### src/rtl/seg7_pkg.sv
// Shared encodings for the 7-segment pattern decoder: result kinds and active-low gfedcba glyphs.
// Glyphs A-F are only decoded when SEG7DEC_HEX_EN is defined (see seg7_pattern_decoder).
package seg7_pkg;

  typedef enum logic [1:0] {
    KIND_DIGIT   = 2'd0,
    KIND_DASH    = 2'd1,
    KIND_BLANK   = 2'd2,
    KIND_INVALID = 2'd3
  } kind_e;

  localparam logic [6:0] SEG_BLANK = 7'b1111111;
  localparam logic [6:0] SEG_DASH  = 7'b0111111;

  localparam logic [6:0] SEG_0 = 7'b1000000;
  localparam logic [6:0] SEG_1 = 7'b1111001;
  localparam logic [6:0] SEG_2 = 7'b0100100;
  localparam logic [6:0] SEG_3 = 7'b0110000;
  localparam logic [6:0] SEG_4 = 7'b0011001;
  localparam logic [6:0] SEG_5 = 7'b0010010;
  localparam logic [6:0] SEG_6 = 7'b0000010;
  localparam logic [6:0] SEG_7 = 7'b1111000;
  localparam logic [6:0] SEG_8 = 7'b0000000;
  localparam logic [6:0] SEG_9 = 7'b0010000;
  localparam logic [6:0] SEG_A = 7'b0001000;
  localparam logic [6:0] SEG_B = 7'b0000011;
  localparam logic [6:0] SEG_C = 7'b1000110;
  localparam logic [6:0] SEG_D = 7'b0100001;
  localparam logic [6:0] SEG_E = 7'b0000110;
  localparam logic [6:0] SEG_F = 7'b0001110;

  localparam logic [7:0] HEX_INVALID = 8'hFF;

endpackage

### src/rtl/seg7_pattern_decoder_settle_filter.sv
// Synchronizes the asynchronous segment bus and pulses `settled` once when a pattern has been
// seen on STABLE_CYCLES consecutive synchronized samples.
module seg7_settle_filter #(
  parameter int STABLE_CYCLES = 4,
  parameter int CNT_W         = 3
) (
  input  logic       clock,
  input  logic       reset,
  input  logic [6:0] seg7,
  output logic       settled,
  output logic [6:0] pattern
);
  import seg7_pkg::*;

  localparam logic [CNT_W-1:0] CNT_MAX = CNT_W'(STABLE_CYCLES - 1);

  logic [6:0]       sync_m, sync_q, prev_q;
  logic [CNT_W-1:0] cnt_q, cnt_n;
  logic             changed;

  assign changed = (sync_q != prev_q);

  always_comb begin
    cnt_n = cnt_q;
    if (changed)              cnt_n = '0;
    else if (cnt_q != CNT_MAX) cnt_n = cnt_q + 1'b1;
  end

  // Pulse on the cycle the count arrives at the limit; with STABLE_CYCLES=1 that is the change itself.
  assign settled = (cnt_n == CNT_MAX) && (changed || (cnt_q != CNT_MAX));
  assign pattern = sync_q;

  always_ff @(posedge clock) begin
    if (reset) begin
      sync_m <= SEG_BLANK;
      sync_q <= SEG_BLANK;
      prev_q <= SEG_BLANK;
      cnt_q  <= '0;
    end else begin
      sync_m <= seg7;
      sync_q <= sync_m;
      prev_q <= sync_q;
      cnt_q  <= cnt_n;
    end
  end

endmodule

### src/rtl/seg7_pattern_decoder.sv
// Decodes settled active-low segment patterns to hex/kind and offers them over valid/ready.
// Define SEG7DEC_HEX_EN to also decode the A-F glyphs as digits 8'h0A..8'h0F.
module seg7_pattern_decoder #(
  parameter int STABLE_CYCLES = 4,
  parameter int CNT_W         = 3
) (
  input  logic       clock,
  input  logic       reset,
  input  logic [6:0] seg7,
  output logic [7:0] hex,
  output logic [1:0] kind,
  output logic       out_valid,
  input  logic       out_ready,
  output logic       overrun,
  input  logic       clr_ovr
);
  import seg7_pkg::*;

  typedef enum logic {ST_EMPTY, ST_FULL} state_e;

  state_e     state_q, state_n;
  logic       settled, accept, load, drop;
  logic [6:0] pattern, last_q;
  logic [7:0] hex_q, dec_hex;
  kind_e      kind_q, dec_kind;

  seg7_settle_filter #(
    .STABLE_CYCLES(STABLE_CYCLES),
    .CNT_W        (CNT_W)
  ) u_filter (
    .clock  (clock),
    .reset  (reset),
    .seg7   (seg7),
    .settled(settled),
    .pattern(pattern)
  );

  always_comb begin
    dec_hex  = 8'h00;
    dec_kind = KIND_DIGIT;
    case (pattern)
      SEG_0: dec_hex = 8'h00;
      SEG_1: dec_hex = 8'h01;
      SEG_2: dec_hex = 8'h02;
      SEG_3: dec_hex = 8'h03;
      SEG_4: dec_hex = 8'h04;
      SEG_5: dec_hex = 8'h05;
      SEG_6: dec_hex = 8'h06;
      SEG_7: dec_hex = 8'h07;
      SEG_8: dec_hex = 8'h08;
      SEG_9: dec_hex = 8'h09;
`ifdef SEG7DEC_HEX_EN
      SEG_A: dec_hex = 8'h0A;
      SEG_B: dec_hex = 8'h0B;
      SEG_C: dec_hex = 8'h0C;
      SEG_D: dec_hex = 8'h0D;
      SEG_E: dec_hex = 8'h0E;
      SEG_F: dec_hex = 8'h0F;
`endif
      SEG_DASH:  dec_kind = KIND_DASH;
      SEG_BLANK: dec_kind = KIND_BLANK;
      default: begin
        dec_hex  = HEX_INVALID;
        dec_kind = KIND_INVALID;
      end
    endcase
  end

  // Only a fresh pattern counts; re-settling onto the last accepted one is silent.
  assign accept = settled && (pattern != last_q);

  always_comb begin
    state_n = state_q;
    load    = 1'b0;
    drop    = 1'b0;
    case (state_q)
      ST_EMPTY: if (accept) begin
        load    = 1'b1;
        state_n = ST_FULL;
      end
      ST_FULL: begin
        if (accept && out_ready) load = 1'b1;
        else if (accept)         drop = 1'b1;
        else if (out_ready)      state_n = ST_EMPTY;
      end
      default: state_n = ST_EMPTY;
    endcase
  end

  always_ff @(posedge clock) begin
    if (reset) begin
      state_q <= ST_EMPTY;
      hex_q   <= 8'h00;
      kind_q  <= KIND_BLANK;
      last_q  <= SEG_BLANK;
      overrun <= 1'b0;
    end else begin
      state_q <= state_n;
      if (accept) last_q <= pattern;
      if (load) begin
        hex_q  <= dec_hex;
        kind_q <= dec_kind;
      end
      if (drop)         overrun <= 1'b1;
      else if (clr_ovr) overrun <= 1'b0;
    end
  end

  assign hex       = hex_q;
  assign kind      = kind_q;
  assign out_valid = (state_q == ST_FULL);

endmodule
### config.mk
export PLATFORM = sky130hd
export DESIGN_NAME = seg7_pattern_decoder
export DESIGN_NICKNAME = d
export VERILOG_FILES = /design/src/rtl/seg7_pkg.sv /design/src/rtl/seg7_pattern_decoder_settle_filter.sv /design/src/rtl/seg7_pattern_decoder.sv
export SDC_FILE = /design/constraint.sdc
export NUM_CORES = 1
export LEC_CHECK = 0
export ABC_AREA = 1
export BUFFER_PORTS_ARGS = -buffer_cell sky130_fd_sc_hd__buf_2
export CORE_MARGIN = 1.5
export CORE_UTILIZATION = 26
export CTS_CLUSTER_DIAMETER = 120
export DETAILED_ROUTE_END_ITERATION = 6
export HOLD_SLACK_MARGIN = 0.03
export PLACE_DENSITY = 0.43
export SLEW_MARGIN = 15
export SYNTH_ARGS = -nofsm -noshare
export SYNTH_HDL_FRONTEND = slang
export SYNTH_SLANG_ARGS = --single-unit
### constraint.sdc
create_clock -name clock -period 1.8 [get_ports clock]
set_clock_uncertainty 0.1 [all_clocks]
set_input_delay 0.36 -clock clock [delete_from_list [all_inputs] [get_ports clock]]
set_output_delay 0.36 -clock clock [all_outputs]
set_load 0.02 [all_outputs]
# --- Yosys cells after proc, flatten, opt, wreduce, memory -nomap -nowiden ---
# Cells that the tools add are included.
classes:
  addsub: 1
  mul: 0
  n_div: 0
  n_lt_le_gt_ge: 0
  n_eq_ne: 15
  shifts: 0
  mux: 15
  bitwise: 1
  n_reduce_logical: 8
op_table:
  columns: ["operator", "n"]
  rows:
  - ["case mux 8 bit (10 select lines)", 1]
  - ["== test 7 bit (second input constant)", 4]
  - ["== test 7 x 5 -> 1 bit (second input constant)", 3]
  - ["== test 7 x 6 -> 1 bit (second input constant)", 3]
  - ["inequality test 7 bit", 2]
  - ["OR reduction 10 bit", 1]
  - ["two-way mux 1 bit", 9]
  - ["== test 7 x 2 -> 1 bit (second input constant)", 1]
  - ["zero test 7 bit", 1]
  - ["two-way mux 3 bit", 2]
  - ["case mux 2 bit (3 select lines)", 1]
  - ["case mux 1 bit (2 select lines)", 2]
  - ["adder 3 x 1 -> 3 bit (second input constant)", 1]
  - ["== test 3 x 2 -> 1 bit (second input constant)", 1]
  - ["logical AND 1 bit", 3]
  - ["inequality test 3 x 2 -> 1 bit (second input constant)", 1]
  - ["OR reduction 3 bit", 1]
  - ["nonzero test 2 bit", 1]
  - ["logical OR 1 bit", 1]
  - ["NOT 1 bit", 1]
word_totals:
  regBits: 43
  latchBits: 0
  ram_bits: 0
  rom_bits: 0
  output_inout_bits: 12
  elab_cells: 49
  n_memories: 0

# --- Logic depth before layout (Yosys ltp) ---
# Gate-level depths: netlist of the first run.
logic_depth:
  word_depth: 10
  mapped_depth: 13

# --- Hierarchy ---
# A second synthesis of the first run with hierarchy kept.
hier_totals:
  cells_unflattened: 275
  hier_area_um2: 1869.3
modules_own_cells:
  columns: ["mod", "instances", "cells_each", "area_per_inst_um2", "seq_area_each_um2"]
  rows:
  - ["seg7_pattern_decoder", 1, 175, 1014.7, 320.3]
  - ["seg7_settle_filter", 1, 100, 854.6, 480.5]

# --- Least setup slack after synthesis of the first run ---
# Ideal clock, no wire load.
synth_timing:
  path_type: "register to register"
  start: "register u_filter.cnt_q[0]"
  end: "register last_q[0]"
  setup_ns: 0.137
  t_arrival_ns: 1.409
  setup_slack_ns: 0.153
  path_stages_with_launch: 10
  synth_period_minus_slack_ns: 1.647
  cell_sequence: "dfxtp_1 ha_1 inv_1 nand2_1 o21ai_0 nor2_2 nand3_4 buf_6 nand2_2 o211ai_2"
synth_via:
  elab_chain_cells: 6
synth_rtl:
  columns: ["element", "line_no", "text"]
  rows:
  - ["from (decl)", "seg7_pattern_decoder_settle_filter.sv:18", "logic [CNT_W-1:0] cnt_q, cnt_n;"]
  - ["from (signal assigned)", "seg7_pattern_decoder_settle_filter.sv:43", "cnt_q <= cnt_n;"]
  - ["adder 3 x 1 -> 3 bit or inequality test 3 x 2 -> 1 bit (tied branches)", "seg7_pattern_decoder_settle_filter.sv:26, seg7_pattern_decoder_settle_filter.sv:30", null]
  - ["two-way mux 3 bit", "seg7_pattern_decoder_settle_filter.sv:26", "else if (cnt_q != CNT_MAX) cnt_n = cnt_q + 1'b1;"]
  - ["two-way mux 3 bit", "seg7_pattern_decoder_settle_filter.sv:25", "if (changed) cnt_n = '0;"]
  - ["== test 3 x 2 -> 1 bit", "seg7_pattern_decoder_settle_filter.sv:30", "assign settled = (cnt_n == CNT_MAX) && (changed || (cnt_q != CNT_MAX));"]
  - ["logical AND 1 bit (*)", "seg7_pattern_decoder_settle_filter.sv:30", null]
  - ["logical AND 1 bit (*)", "seg7_pattern_decoder.sv:70", "assign accept = settled && (pattern != last_q);"]
  - ["to (signal assigned)", "seg7_pattern_decoder.sv:99", "if (accept) last_q <= pattern;"]
  - ["to (decl)", "seg7_pattern_decoder.sv:23", "logic [6:0] pattern, last_q;"]
# Mark *: on every way between the ends. The rest lies on a longest branch, timed or not.
# A chain may end at the register's enable or synchronous reset.

# --- Worst setup path in the final report of the first run ---
layout_timing:
  start: "register u_filter.cnt_q[1]"
  end: "register last_q[4]"
# The elaborated chain is that of the path after synthesis.

==> results of run 1 <==
## area by class of cell
class,instances,share of cell area
clock buffers,5,0.02837
multi-input cells,180,0.4095
flip-flops and latches,40,0.3368
repair buffers,39,0.09954
inverters,35,0.05725
clock inverters,3,0.01753
well taps,99,0.05106
## path summary, 6_finish.rpt
check	start	end
worst min register to register	u_filter.sync_m[5]	u_filter.pattern[5]
worst max-delay path	u_filter.cnt_q[1]	last_q[4]
worst max register to register	u_filter.cnt_q[1]	last_q[4]
worst min-delay path	seg7[1]	u_filter.sync_m[1]
## report_power, final
group          switching (W)  internal (W)  total, W
clock               0.000332      0.000411  0.000743
sequential         0.0000262      0.000919  0.000945
combinational       0.000163      0.000123  0.000286
## timing repair
action | 4_1_cts | 5_1_grt
resized for setup | 1 | 28
hold buffers | 0 | 0
pin swaps | 1 | 6
setup buffers | 0 | 3
setup endpoints to repair | 7 | 13
## cells in the final DEF, fill, tap and decap left out, drive strengths merged
| master | instances |
|---|---|
| bufinv | 1 |
| nand3 | 9 |
| o211ai | 7 |
| xor2 | 2 |
| clkinvlp | 1 |
| inv | 33 |
| a21oi | 4 |
| nor2 | 48 |
| clkbuf | 5 |
| nor3 | 1 |
| ha | 1 |
| or2 | 15 |
| buf | 39 |
| nand2 | 80 |
| clkinv | 3 |
| xnor2 | 6 |
| dfxtp | 40 |
| nand4 | 2 |
| o21ai | 5 |
## state kept, by name (all words and copies together) (netlist names)
name	cells
hex	5
kind	2
last_q	7
out_valid	1
overrun	1
u_filter.cnt_q	3
u_filter.pattern	7
u_filter.prev_q	7
u_filter.sync_m	7
## metal layers
metal	vias to the layer above	track usage	wire, um
met4	0	0.04101	44
met2	19	0.1756	1773
met3	2	0.02369	100
met1	672	0.1448	2024
met5	-	0	0
li1	868	-	-
## critical path: stages (launching register included)
cell	delay (ns)
dfxtp_2	0.35
ha_4	0.16
or2_2	0.30
nand3_1	0.09
nor2_2	0.05
buf_6	0.13
nand3_4	0.14
buf_4	0.20
o211ai_2	0.09
## logic make-up (layout without fill, tap and decap cells)
family | count (synthesis) | count (layout) | synth area share
DFF | 40 | 40 | 0.4079
buffers and inverters | 48 | 82 | 0.1166
xor gates and xnor gates | 8 | 8 | 0.03569
and+or+nand+nor | 155 | 155 | 0.3665
adders and majority gates | 1 | 1 | 0.006372
AOI/OAI and AO/OA | 16 | 16 | 0.06692
## per-stage QoR
step	setup TNS, ns	cells	setup WS [ns]	utilization	instance area, um^2
4_1_cts	0	398	0.01492	0.3198	2332
6_report	0	401	0.07857	0.3327	2426
2_1_floorplan	0	268	0.1532	-	1963
3_5_place_dp	-0.01824	390	-0.01824	0.3034	2212
3_3_place_gp	0	390	0.007662	0.3034	2212
5_1_grt	-0.05937	401	-0.04142	0.3327	2426
==> impl_metrics.yaml, run 1 <==
routing:
  drt_pre_antenna_iters: 4
  drt_iter0_drc: 69
  routed_via_density: 3.893
  drt_drc_violations_left: 0
  detail-route-antenna-nets: 0
  avg_wl_per_cell_um: 9.830
  routed-via-count: 1561
  route.final.wire_length_um: 3942
clock_network:
  clock-sinks: 40
  numCtsBuffers: 5
  cts-root-to-sink-buffers: 2
  clockRootBuffer: "clkbuf_8"
  insertion_delay_ns: 0.29
  htree_num_levels: 2
  cts_tree: "yes"
  clk_transition_reported_paths_ns: 0.08
floorplan:
  core-area_mm2: 0.007292
  chipWidth_um: 89.90
  floorplan_row_count: 31
  die_y_um: 89.90
  ios: 23
  dieArea_mm2: 0.008081
  start_util: 0.2692
timing:
  setup_violations: 0
  grt_setup_unrepaired: "yes"
  hold_vio_cnt_final: 0
  period_needed_ns: 1.721
  maxSlewHeadroom: 0.7777
  fmaxAchievable_mhz: 580.9
  transition_at_the_pin_with_the_smallest_max_transition_slack_ns: 0.3322
  drv_slew: 0
  final.period_utilization: 0.9564
  worst_hold_slack_ns: 0.1435
finish:
  fillCellCount: 840
  layout-drive-gt1-share: 0.3742
  num-nets-final: 313
  multi_input_area_um2: 993.5
  insertedDiodeCount: 0
  area.growth.synth_to_final_pct: 23.58
  final-seq-area_um2: 817.0
logic_synthesis:
  synth_area_leader_cell: "dfxtp_1"
  synth_most_common_cell: "nand2_1"
  number_of_nets_in_the_synthesized_netlist: 280
  post_synth_inst_count: 268
  yosysUniqueCellTypes: 31
  ys_warn_count: 0
  synth_sequential_area_ratio: 0.4079
  syn_area_per_cell_um2: 7.325
  netlist_top_cells_area: "dfxtp_1 41%, nand2_1 14%, nor2_1 8.2%"
  synth_async_sr_flop_share: 0
  synth_enable_flop_cells: 0
  netlist_top_cells_count: "75 x nand2_1, 43 x nor2_1, 40 x dfxtp_1"
  synth_top_area_share: 0.4079
  synth.cell_area_mm2: 0.001963
  post_synthesis_sequential_element_count: 40
  synth_flop_cell: "dfxtp_1"
critical_path:
  critPathRequiredTime_ns: 1.87
  reg2reg_depth: 8
  worst_path_class_setup: "reg -> reg"
  worst_ep_arrival_time_ns: 1.79
  path_max_fanout: 8
  kind_of_launch_point_of_the_worst_setup_path: "register"
  ff2ff_setup_slack_ns: 0.08
  end_kind: "register"
global_routing:
  grt_antenna_before_repair: 0
  first_pass_grt_wire_length_um: 7148
  grt_total_usage: 0.1097
  global_route.overflow_total: 0
  first_global_vias: 1576
  grt_max_degree: 21
power:
  power.static_leakage_nw: 1.234
  power.ir.vdd_worst_mv: 0.3392
  powerDensity_mw_per_mm2: 813.7
  overall_power_of_the_completed_layout_w: 0.001974
place:
  placement.io_buffers: 22
  place.gp.congestion: 0.7614
  detailedPlacementHpwl_um: 2910
run_status:
  run_status: "complete, no violations"
job:
  max_cap_viol_count: 0
worst_hold_path:
  hold_class: "in -> reg"
  hold-path-cell-count: 2
No activity file was read; power rests on OpenSTA's default activity.
==> run 2: changes to the inputs <==
CORE_ASPECT_RATIO = 0.9   (was default)
clock period = 2.1 ns   (was 1.8 ns; I/O delays follow)
==> run 2 against run 1 <==
Sequential power is 14% lower. First-iteration DRC count decreased by 43%. Total power shrank 15%. Final area fell by 7.5%. Critical path depth rose by 3.
==> impl_metrics.yaml, run 2 (synthesized netlist as in run 1, its figures left out) <==
run_status:
  run_status: "complete, no violations"
worst_hold_path:
  hold_class: "in -> reg"
  min_from: "seg7[4]"
  hold_end: "u_filter.sync_m[4]"
  hold-path-cell-count: 2
routing:
  avg_wl_per_cell_um: 10.59
  drt_iter0_drc: 39
  drt_pre_antenna_iters: 4
  drt_drc_violations_left: 0
  routed-via-count: 1558
  routed_via_density: 4.079
  route.final.wire_length_um: 4045
  detail-route-antenna-nets: 0
clock_network:
  insertion_delay_ns: 0.30
  clock-sinks: 40
  htree_num_levels: 2
  clockRootBuffer: "clkbuf_8"
  cts_tree: "yes"
  cts.repair.resized: 0
  cts-root-to-sink-buffers: 2
  postCtsHoldBufs: 0
  numCtsBuffers: 5
  clk_transition_reported_paths_ns: 0.09
  cts_post_setup_buffers_inserted: 0
timing:
  fmaxAchievable_mhz: 516.3
  grt_setup_unrepaired: "no"
  hold_vio_cnt_final: 0
  transition_at_the_pin_with_the_smallest_max_transition_slack_ns: 0.3724
  final.period_utilization: 0.9223
  period_needed_ns: 1.937
  drv_slew: 0
  totalNegativeSetupSlack_ns: 0
  setup_violations: 0
  maxSlewHeadroom: 0.7514
finish:
  most-common-layout-cells: "75 x nand2_1, 43 x nor2_1, 40 x dfxtp_1"
  fillCellCount: 789
  area.growth.synth_to_final_pct: 14.34
  most_frequent_standard_cell_in_the_layout_excluding_fill_and_tap_cells: "nand2_1"
  insertedDiodeCount: 0
  num-nets-final: 300
  layout-drive-gt1-share: 0.2664
  final_cell_count_no_fill: 382
floorplan:
  core-area_mm2: 0.007184
  ios: 23
  floorplan_row_count: 29
  dieArea_mm2: 0.008082
  die_y_um: 85.44
  start_util: 0.2732
  chipWidth_um: 94.60
global_routing:
  grt_antenna_before_repair: 0
  first_global_vias: 1408
  first_pass_grt_wire_length_um: 6934
  grt_total_usage: 0.1127
  grt_max_degree: 20
  global_route.overflow_total: 0
power:
  power.ir.vdd_worst_mv: 0.3740
  power.static_leakage_nw: 1.176
  powerDensity_mw_per_mm2: 746.3
critical_path:
  worstReg2RegStart: "u_filter.pattern[6]"
  ff2ff_setup_slack_ns: 0.16
  reg2reg_depth: 11
  end_kind: "register"
  path_max_fanout: 14
  r2r_end: "kind[0]"
  worst_ep_arrival_time_ns: 2.04
  worst_path_class_setup: "reg -> reg"
  kind_of_launch_point_of_the_worst_setup_path: "register"
  critPathRequiredTime_ns: 2.20
place:
  dp.cells: 374
  detailedPlacementHpwl_um: 3039
  placement.io_buffers: 22
  place.gp.congestion: 0.8156
job:
  max_cap_viol_count: 0
==> run 2: cell count changes in the layout (fill, tap and decap cells not counted), sizes merged <==
cell / before / now
clkinv: 3 / 2
inv: 33 / 34
buf: 39 / 26
==> run 2: how the worst max path moves through the flow <==
| stage | start | slack [ns] | cells after the start | endpoint |
|---|---|---|---|---|
| 2_1_floorplan | u_filter.cnt_q[0] | 0.45 | 9 | last_q[0] |
| 3_3_place_gp | u_filter.pattern[6] | 0.17 | 11 | kind[0] |
| 3_5_place_dp | u_filter.pattern[6] | 0.17 | 11 | kind[0] |
| 4_1_cts | u_filter.pattern[6] | 0.14 | 11 | kind[0] |
| 5_1_grt | u_filter.pattern[6] | 0.003 | 11 | kind[0] |
| 6_report | u_filter.pattern[6] | 0.16 | 11 | kind[0] |
==> run 2: layer usage <==
| layer | GRT usage | share of wire |
|---|---|---|
| met1 | 0.1640 | 0.54 |
| met2 | 0.1583 | 0.42 |
| met3 | 0.03226 | 0.036 |
| met4 | 0.03664 | 0.011 |
| met5 | 0 | 0 |
==> run 2: worst max-delay path, stage by stage (launching register included) <==
cell and delay [ns]:
dfxtp_1 0.55, inv_4 0.08, nand2_1 0.07, nand2_1 0.05, nor2_1 0.14, nand2_2 0.11
nor2_8 0.14, nand3_4 0.24, nor2_4 0.19, nand2_1 0.07, nand2_1 0.05, nor2_1 0.04
==> run 2: stage by stage <==
step / cell area (um^2) / utilization / setup WS (ns) / total power [W] / hold WS (ns)
after global routing: 2245 / 0.3124 / 0.003342 / 0.001761 / 0.1877
after detailed placement: 2130 / 0.2964 / 0.1675 / 0.001035 / 0.2923
after global placement: 2130 / 0.2964 / 0.1705 / 0.001034 / 0.2919
final: 2245 / 0.3124 / 0.1632 / 0.001675 / 0.1931
after floorplan: 1963 / - / 0.4532 / 0.0009888 / 0.2895
after CTS: 2245 / 0.3124 / 0.1372 / 0.001705 / 0.1848
==> run 2: power breakdown <==
| group | switching (W) | leakage [nW] | total (W) | internal (W) |
|---|---|---|---|---|
| sequential | 0.0000246 | 0.327 | 0.000812 | 0.000788 |
| clock | 0.000304 | 0.0548 | 0.000663 | 0.000358 |
| combinational | 0.000125 | 0.794 | 0.000200 | 0.0000756 |
| total | 0.000454 | 1.18 | 0.00168 | 0.00122 |
==> run 2: cell type report <==
type / count / area, um^2 / area share
clock buffers: 5 / 68.82 / 0.03066
inverters: 35 / 138.9 / 0.06187
well taps: 93 / 116.4 / 0.05184
flip-flops and latches: 40 / 800.8 / 0.3567
clock inverters: 3 / 46.29 / 0.02062
multi-input cells: 180 / 933.4 / 0.4158
repair buffers: 26 / 140.1 / 0.06243
